===== src/rtl/imm_gen_pkg.sv =====
// rtl/imm_gen_pkg.sv - shared format codes, opcodes and sign-extension helper for imm_gen_pipe
package imm_gen_pkg;

  typedef logic [2:0] fmt_t;

  localparam fmt_t FMT_NONE = 3'd0;
  localparam fmt_t FMT_I    = 3'd1;
  localparam fmt_t FMT_S    = 3'd2;
  localparam fmt_t FMT_B    = 3'd3;
  localparam fmt_t FMT_U    = 3'd4;
  localparam fmt_t FMT_J    = 3'd5;
  localparam fmt_t FMT_Z    = 3'd6;

  localparam logic [6:0] OP_LUI      = 7'b0110111;
  localparam logic [6:0] OP_AUIPC    = 7'b0010111;
  localparam logic [6:0] OP_JAL      = 7'b1101111;
  localparam logic [6:0] OP_JALR     = 7'b1100111;
  localparam logic [6:0] OP_LOAD     = 7'b0000011;
  localparam logic [6:0] OP_OPIMM    = 7'b0010011;
  localparam logic [6:0] OP_MISC_MEM = 7'b0001111;
  localparam logic [6:0] OP_SYSTEM   = 7'b1110011;
  localparam logic [6:0] OP_STORE    = 7'b0100011;
  localparam logic [6:0] OP_BRANCH   = 7'b1100011;
  localparam logic [6:0] OP_OP       = 7'b0110011;

  // Immediates are assembled at 32 bits, widened to the largest XLEN, then truncated by the user.
  localparam int MAX_XLEN = 64;

  function automatic logic [MAX_XLEN-1:0] sext32(input logic [31:0] v);
    return {{(MAX_XLEN-32){v[31]}}, v};
  endfunction

endpackage


===== src/rtl/imm_pipe_stage.sv =====
// rtl/imm_pipe_stage.sv - one elastic valid/ready register slice with synchronous flush
module imm_pipe_stage #(
  parameter int W = 8
) (
  input  logic         clk,
  input  logic         rst,
  input  logic         flush,
  input  logic         in_valid,
  output logic         in_ready,
  input  logic [W-1:0] in_data,
  output logic         out_valid,
  input  logic         out_ready,
  output logic [W-1:0] out_data
);

  // Refusing input while flushing keeps a new entry from slipping in behind the drop.
  assign in_ready = !flush && (!out_valid || out_ready);

  always_ff @(posedge clk or posedge rst) begin
    if (rst) begin
      out_valid <= 1'b0;
      out_data  <= '0;
    end else if (flush) begin
      out_valid <= 1'b0;
    end else if (in_ready) begin
      out_valid <= in_valid;
      if (in_valid) out_data <= in_data;
    end
  end

endmodule


===== src/rtl/imm_gen_pipe.sv =====
// rtl/imm_gen_pipe.sv - RV32I immediate decoder with elastic pipeline; IMM_GEN_ZICSR_EN adds CSR-immediate format
module imm_gen_pipe
  import imm_gen_pkg::*;
#(
  parameter int XLEN       = 32,
  parameter int PIPE_DEPTH = 1,
  parameter int CNT_W      = 16
) (
  input  logic             clk,
  input  logic             rst,
  input  logic             in_valid,
  output logic             in_ready,
  input  logic [31:0]      in_instr,
  output logic             out_valid,
  input  logic             out_ready,
  output logic [XLEN-1:0]  out_imm,
  output logic [2:0]       out_fmt,
  output logic             out_illegal,
  input  logic             flush,
  input  logic             clr_cnt,
  output logic [CNT_W-1:0] illegal_cnt
);

  localparam int W = XLEN + 4;

  fmt_t        dec_fmt;
  logic        dec_ill;
  logic [31:0] raw;
  logic [XLEN-1:0] dec_imm;

  always_comb begin
    dec_fmt = FMT_NONE;
    dec_ill = 1'b0;
    raw     = '0;
    if (in_instr[1:0] != 2'b11) begin
      dec_ill = 1'b1;
    end else begin
      case (in_instr[6:0])
        OP_LUI, OP_AUIPC:                        dec_fmt = FMT_U;
        OP_JAL:                                  dec_fmt = FMT_J;
        OP_JALR, OP_LOAD, OP_OPIMM, OP_MISC_MEM: dec_fmt = FMT_I;
`ifdef IMM_GEN_ZICSR_EN
        OP_SYSTEM:                               dec_fmt = in_instr[14] ? FMT_Z : FMT_I;
`else
        OP_SYSTEM:                               dec_fmt = FMT_I;
`endif
        OP_STORE:                                dec_fmt = FMT_S;
        OP_BRANCH:                               dec_fmt = FMT_B;
        OP_OP:                                   dec_fmt = FMT_NONE;
        default:                                 dec_ill = 1'b1;
      endcase
    end
    case (dec_fmt)
      FMT_I:   raw = {{20{in_instr[31]}}, in_instr[31:20]};
      FMT_S:   raw = {{20{in_instr[31]}}, in_instr[31:25], in_instr[11:7]};
      FMT_B:   raw = {{19{in_instr[31]}}, in_instr[31], in_instr[7], in_instr[30:25], in_instr[11:8], 1'b0};
      FMT_U:   raw = {in_instr[31:12], 12'b0};
      FMT_J:   raw = {{11{in_instr[31]}}, in_instr[31], in_instr[19:12], in_instr[20], in_instr[30:21], 1'b0};
      FMT_Z:   raw = {27'b0, in_instr[19:15]};
      default: raw = '0;
    endcase
  end

  assign dec_imm = XLEN'(sext32(raw));

  logic [PIPE_DEPTH:0] vld;
  logic [W-1:0]        dat [PIPE_DEPTH+1];

  assign vld[0] = in_valid;
  assign dat[0] = {dec_imm, dec_fmt, dec_ill};

  // Ready travels backwards through per-stage signals so the chain stays combinational from out_ready.
  for (genvar g = 0; g < PIPE_DEPTH; g++) begin : g_stage
    logic up_ready;
    logic down_ready;
    if (g == PIPE_DEPTH - 1) begin : g_last
      assign down_ready = out_ready;
    end else begin : g_mid
      assign down_ready = g_stage[g+1].up_ready;
    end
    imm_pipe_stage #(.W(W)) u_stage (
      .clk       (clk),
      .rst       (rst),
      .flush     (flush),
      .in_valid  (vld[g]),
      .in_ready  (up_ready),
      .in_data   (dat[g]),
      .out_valid (vld[g+1]),
      .out_ready (down_ready),
      .out_data  (dat[g+1])
    );
  end

  assign in_ready = g_stage[0].up_ready;
  assign out_valid = vld[PIPE_DEPTH];
  assign {out_imm, out_fmt, out_illegal} = dat[PIPE_DEPTH];

  always_ff @(posedge clk or posedge rst) begin
    if (rst) begin
      illegal_cnt <= '0;
    end else if (clr_cnt) begin
      illegal_cnt <= '0;
    end else if (out_valid && out_ready && out_illegal && !flush && (illegal_cnt != '1)) begin
      illegal_cnt <= illegal_cnt + 1'b1;
    end
  end

endmodule


===== config.mk =====
export PLATFORM = sky130hd
export DESIGN_NAME = imm_gen_pipe
export DESIGN_NICKNAME = d
export VERILOG_FILES = /design/src/rtl/imm_gen_pkg.sv /design/src/rtl/imm_pipe_stage.sv /design/src/rtl/imm_gen_pipe.sv
export SDC_FILE = /design/constraint.sdc
export NUM_CORES = 1
export LEC_CHECK = 0
export BUFFER_PORTS_ARGS = -buffer_cell sky130_fd_sc_hd__buf_2
export CAP_MARGIN = 10
export CORE_AREA = 4 4 78 80
export CTS_CLUSTER_DIAMETER = 200
export DETAILED_ROUTE_END_ITERATION = 10
export DIE_AREA = 0 0 82 84
export GPL_TIMING_DRIVEN = 0
export PLACE_DENSITY = 0.82
export SYNTH_ARGS = -nofsm -noshare
export SYNTH_HDL_FRONTEND = slang
export SYNTH_SLANG_ARGS = --single-unit

===== constraint.sdc =====
create_clock -name clk -period 2.3 [get_ports clk]
set_clock_uncertainty 0.15 [all_clocks]
set_input_delay 0.46 -clock clk [delete_from_list [all_inputs] [get_ports clk]]
set_output_delay 0.46 -clock clk [all_outputs]
set_load 0.005 [all_outputs]

==> metrics.md <==
| Metric | Value |
|---|---|
| Post-synthesis xor/xnor area fraction | `4.64%` |
| Share of flip-flops with an asynchronous set or reset | `100%` |
| Worst-margin pin slew | `520 ps` |
| CTS Buf Count | `5` |
| Max Transition Viols Final | `0` |
| Synth Area in Compound Gates | `17.3%` |
| Finished Cell Area | `0.00332 mm²` |
| Hold Path End | `g_stage[0].u_stage.out_valid` |
| Residual DRC | `0` |
| Critical R2R Launch | `g_stage[0].u_stage.out_valid` |
| Die X | `82 µm` |
| Synth Net Count | `332` |
| Cells after synthesis | `293` |
| CTS Sinks | `53` |
| Diode count | `0` |
| Relative slew margins | `65.4%` |
| Layout cells sized above 1 | `27.9%` |
| Simple-gate share of the synthesized area | `22.4%` |
| Crit Path Max Fanout | `10` |
| Adder-Cell Fraction of Synth Area | `0.473%` |
| Main combinational cell family by area after synthesis | `simple AND/OR/NAND/NOR gates` |
| Count of cell types in the netlist | `46` |
| Tcrit/Tclk final | `86.9%` |
| Post-synthesis mux area share | `0.757%` |
| Synth Register Bits | `53` |
| First-pass GRT wire length | `11.2 mm` |
| Most frequent cells after synthesis | `dfrtp_1 (53), nand2_1 (44), nor2_1 (40)` |
| Top FF cell, synth | `dfrtp_1` |
| Seq/Total Area, Yosys | `50.2%` |
| CTS Buffer Depth | `2` |
| Port bufs | `87` |
| Gpl congestion | `0.963` |
| Share of the synthesized area in the top cell type | `50.2%` |
| Area post-placement | `0.00319 mm²` |
| Final worst slack | `301 ps` |
| Setup violations, final | `0` |
| Antenna violations before repair | `0` |
| WHS Path Cells | `2` |
| Hold Fails Final Rpt | `0` |
| Core Footprint | `0.00541 mm²` |
| Peak Freq | `0.500 GHz` |
| Crit path DAT | `2070 ps` |
| Total GRT Usage | `20.5%` |
| EDFF count, synth | `0` |
| Initial core utilization | `48.9%` |
| Worst-path clk slew | `100 ps` |
| Kind of critical path | `flip-flop to flip-flop` |
| Vias | `2456` |
| Post-synth top area cell | `dfrtp_1` |
| Largest net degree at the start of global routing | `40` |
| Site row count | `27` |
| Most common cell in the netlist | `dfrtp_1` |
| Outcome | `complete, no violations` |
| Syn-to-layout area delta | `25.6%` |
| RSZ-0062 raised after global routing | `no` |
| Worst hold slack | `184 ps` |
| RR Endpoint | `g_stage[0].u_stage.out_data[15]` |
| Number of DRC markers in iteration 0 | `158` |
| Iteration count of the initial detailed-routing pass | `4` |
| Final Net Count | `428` |
| Worst Path Required | `2370 ps` |
| Cell Pwr Density | `570 mW/mm²` |
| Setup TNS | `0 ps` |
| CTS tree | `built` |
| Min cycle time layout | `2000 ps` |
| Placed Cells | `453` |
| Routed WL | `6.74 mm` |
| Wirelength per Cell | `14.6 µm` |
| Reg2Reg Depth | `7` |
| Hpwl dp | `5.14 mm` |
| Vias in the first global route | `2381` |
| I/O Pins | `92` |
| Total of max-cap violations | `0` |
| CP Capture Type | `flip-flop` |
| Leakage power | `0.00164 µW` |
| Ranking of synthesized cells by area | `dfrtp_1 (50%), nand2_1 (6.2%), a21oi_1 (5.7%)` |
| Via/cell ratio | `5.32` |
| Final cell count without fillers | `462` |
| Antenna-violating nets left | `0` |
| Hold Startpoint | `flush` |
| Setup crit start kind | `flip-flop` |
| Chip Height | `84 µm` |
| Yosys warns | `0` |
| Syn Std Cell Area | `0.00264 mm²` |
| Syn avg cell area | `9.02 µm²` |
| Die area | `0.00689 mm²` |
| Remaining Overflow, GRT | `0` |
| CTS root buf | `clkbuf_8` |
| HP Class | `primary input to flip-flop` |
| Maximum VDD drop | `0.000373 V` |
| H-tree depth | `2` |
| Worst slack, placed | `17.5 ps` |
| Skew-Pair Late Insertion Delay | `300 ps` |
| Worst reg-to-reg setup slack | `300 ps` |
where the power goes:
group          switching [µW]  internal [µW]  total [µW]
Sequential               23.0            972         995
Combinational             136            101         237
Clock                     308            354         662
Total                     466           1430        1890
worst max-delay path by stage:
| stage | from | endpoint | slack, ps |
|---|---|---|---|
| 3_5_place_dp | out_ready | g_stage[0].u_stage.out_data[15] | 20 |
| 3_3_place_gp | rst | g_stage[0].u_stage.out_data[22] | -250 |
| 5_1_grt | g_stage[0].u_stage.out_valid | g_stage[0].u_stage.out_data[29] | 100 |
| 2_1_floorplan | rst | g_stage[0].u_stage.out_data[0] | 400 |
| 6_report | g_stage[0].u_stage.out_valid | g_stage[0].u_stage.out_data[15] | 300 |
| 4_1_cts | g_stage[0].u_stage.out_valid | g_stage[0].u_stage.out_data[15] | 160 |
cells by family after synthesis:
kind of cell             Yosys count
adder cells (fa/ha/maj)            1
flip-flops                        53
AO/OA/AOI/OAI                     77
XOR/XNOR                          14
buffers and inverters             23
AND/OR/NAND/NOR                  123
multiplexers                       2
placed cells by master (no fill, tap or decap), types with 4 or more instances in the layout:
master	synthesis	layout
dfrtp_1	53	53
nor4_1	4	4
xnor2_1	6	6
nand2_1	44	44
a221oi_1	4	4
nand3_1	5	5
nor2_1	40	40
buf_2	3	90
inv_1	5	4
clkbuf_8	0	6
xor2_1	8	8
and2_1	4	4
clkbuf_1	10	10
a21oi_1	30	30
and3_1	6	6
o21ai_0	8	8
o21ai_1	18	18
per-layer routing:
| metal | global-route usage, % | wire length, µm | up-vias |
|---|---|---|---|
| li1 | - | - | 1209 |
| met1 | 26.1 | 2800 | 1168 |
| met2 | 35.3 | 3490 | 72 |
| met3 | 3.89 | 369 | 7 |
| met4 | 5.14 | 76 | 0 |
| met5 | 0 | 0 | - |
critical path, cell delays in order, from the launching register on:
cell      delay, ps
dfrtp_1         380
nor2b_1         180
nor2_1           90
nand2_1         110
clkbuf_1        400
clkbuf_2        350
nand2_1          80
a32oi_1         170
flip-flops by register name, summed over array words and instances (netlist names):
signal	count
g_stage.u_stage.out_valid	1
g_stage.u_stage.out_data	36
illegal_cnt	16
timing repair:
| action | 4_1_cts | 5_1_grt |
|---|---|---|
| resized for setup | 0 | 1 |
| endpoints found under the setup margin | 0 | 3 |
| endpoints found under the hold margin | 14 | 0 |
| setup buffers | 0 | 0 |
| hold buffers | 1 | 0 |
layout make-up:
type	instances	area [µm²]
Buffer	18	95.1
Clock buffer	6	82.6
Clock inverter	2	37.5
Fill cell	515	2080
Inverter	5	18.8
Multi-Input combinational cell	217	1200
Sequential cell	53	1330
Tap cell	72	90.1
Timing Repair Buffer	89	465
metrics by stage:
stage | utilization, % | total power (µW)
floorplan | - | 1130
global placement | 58.6 | 1240
detailed placement | 59.0 | 1250
CTS | 61.4 | 1910
global route | 61.4 | 1980
finish | 61.4 | 1890
No activity file was read; power rests on OpenSTA's default activity.
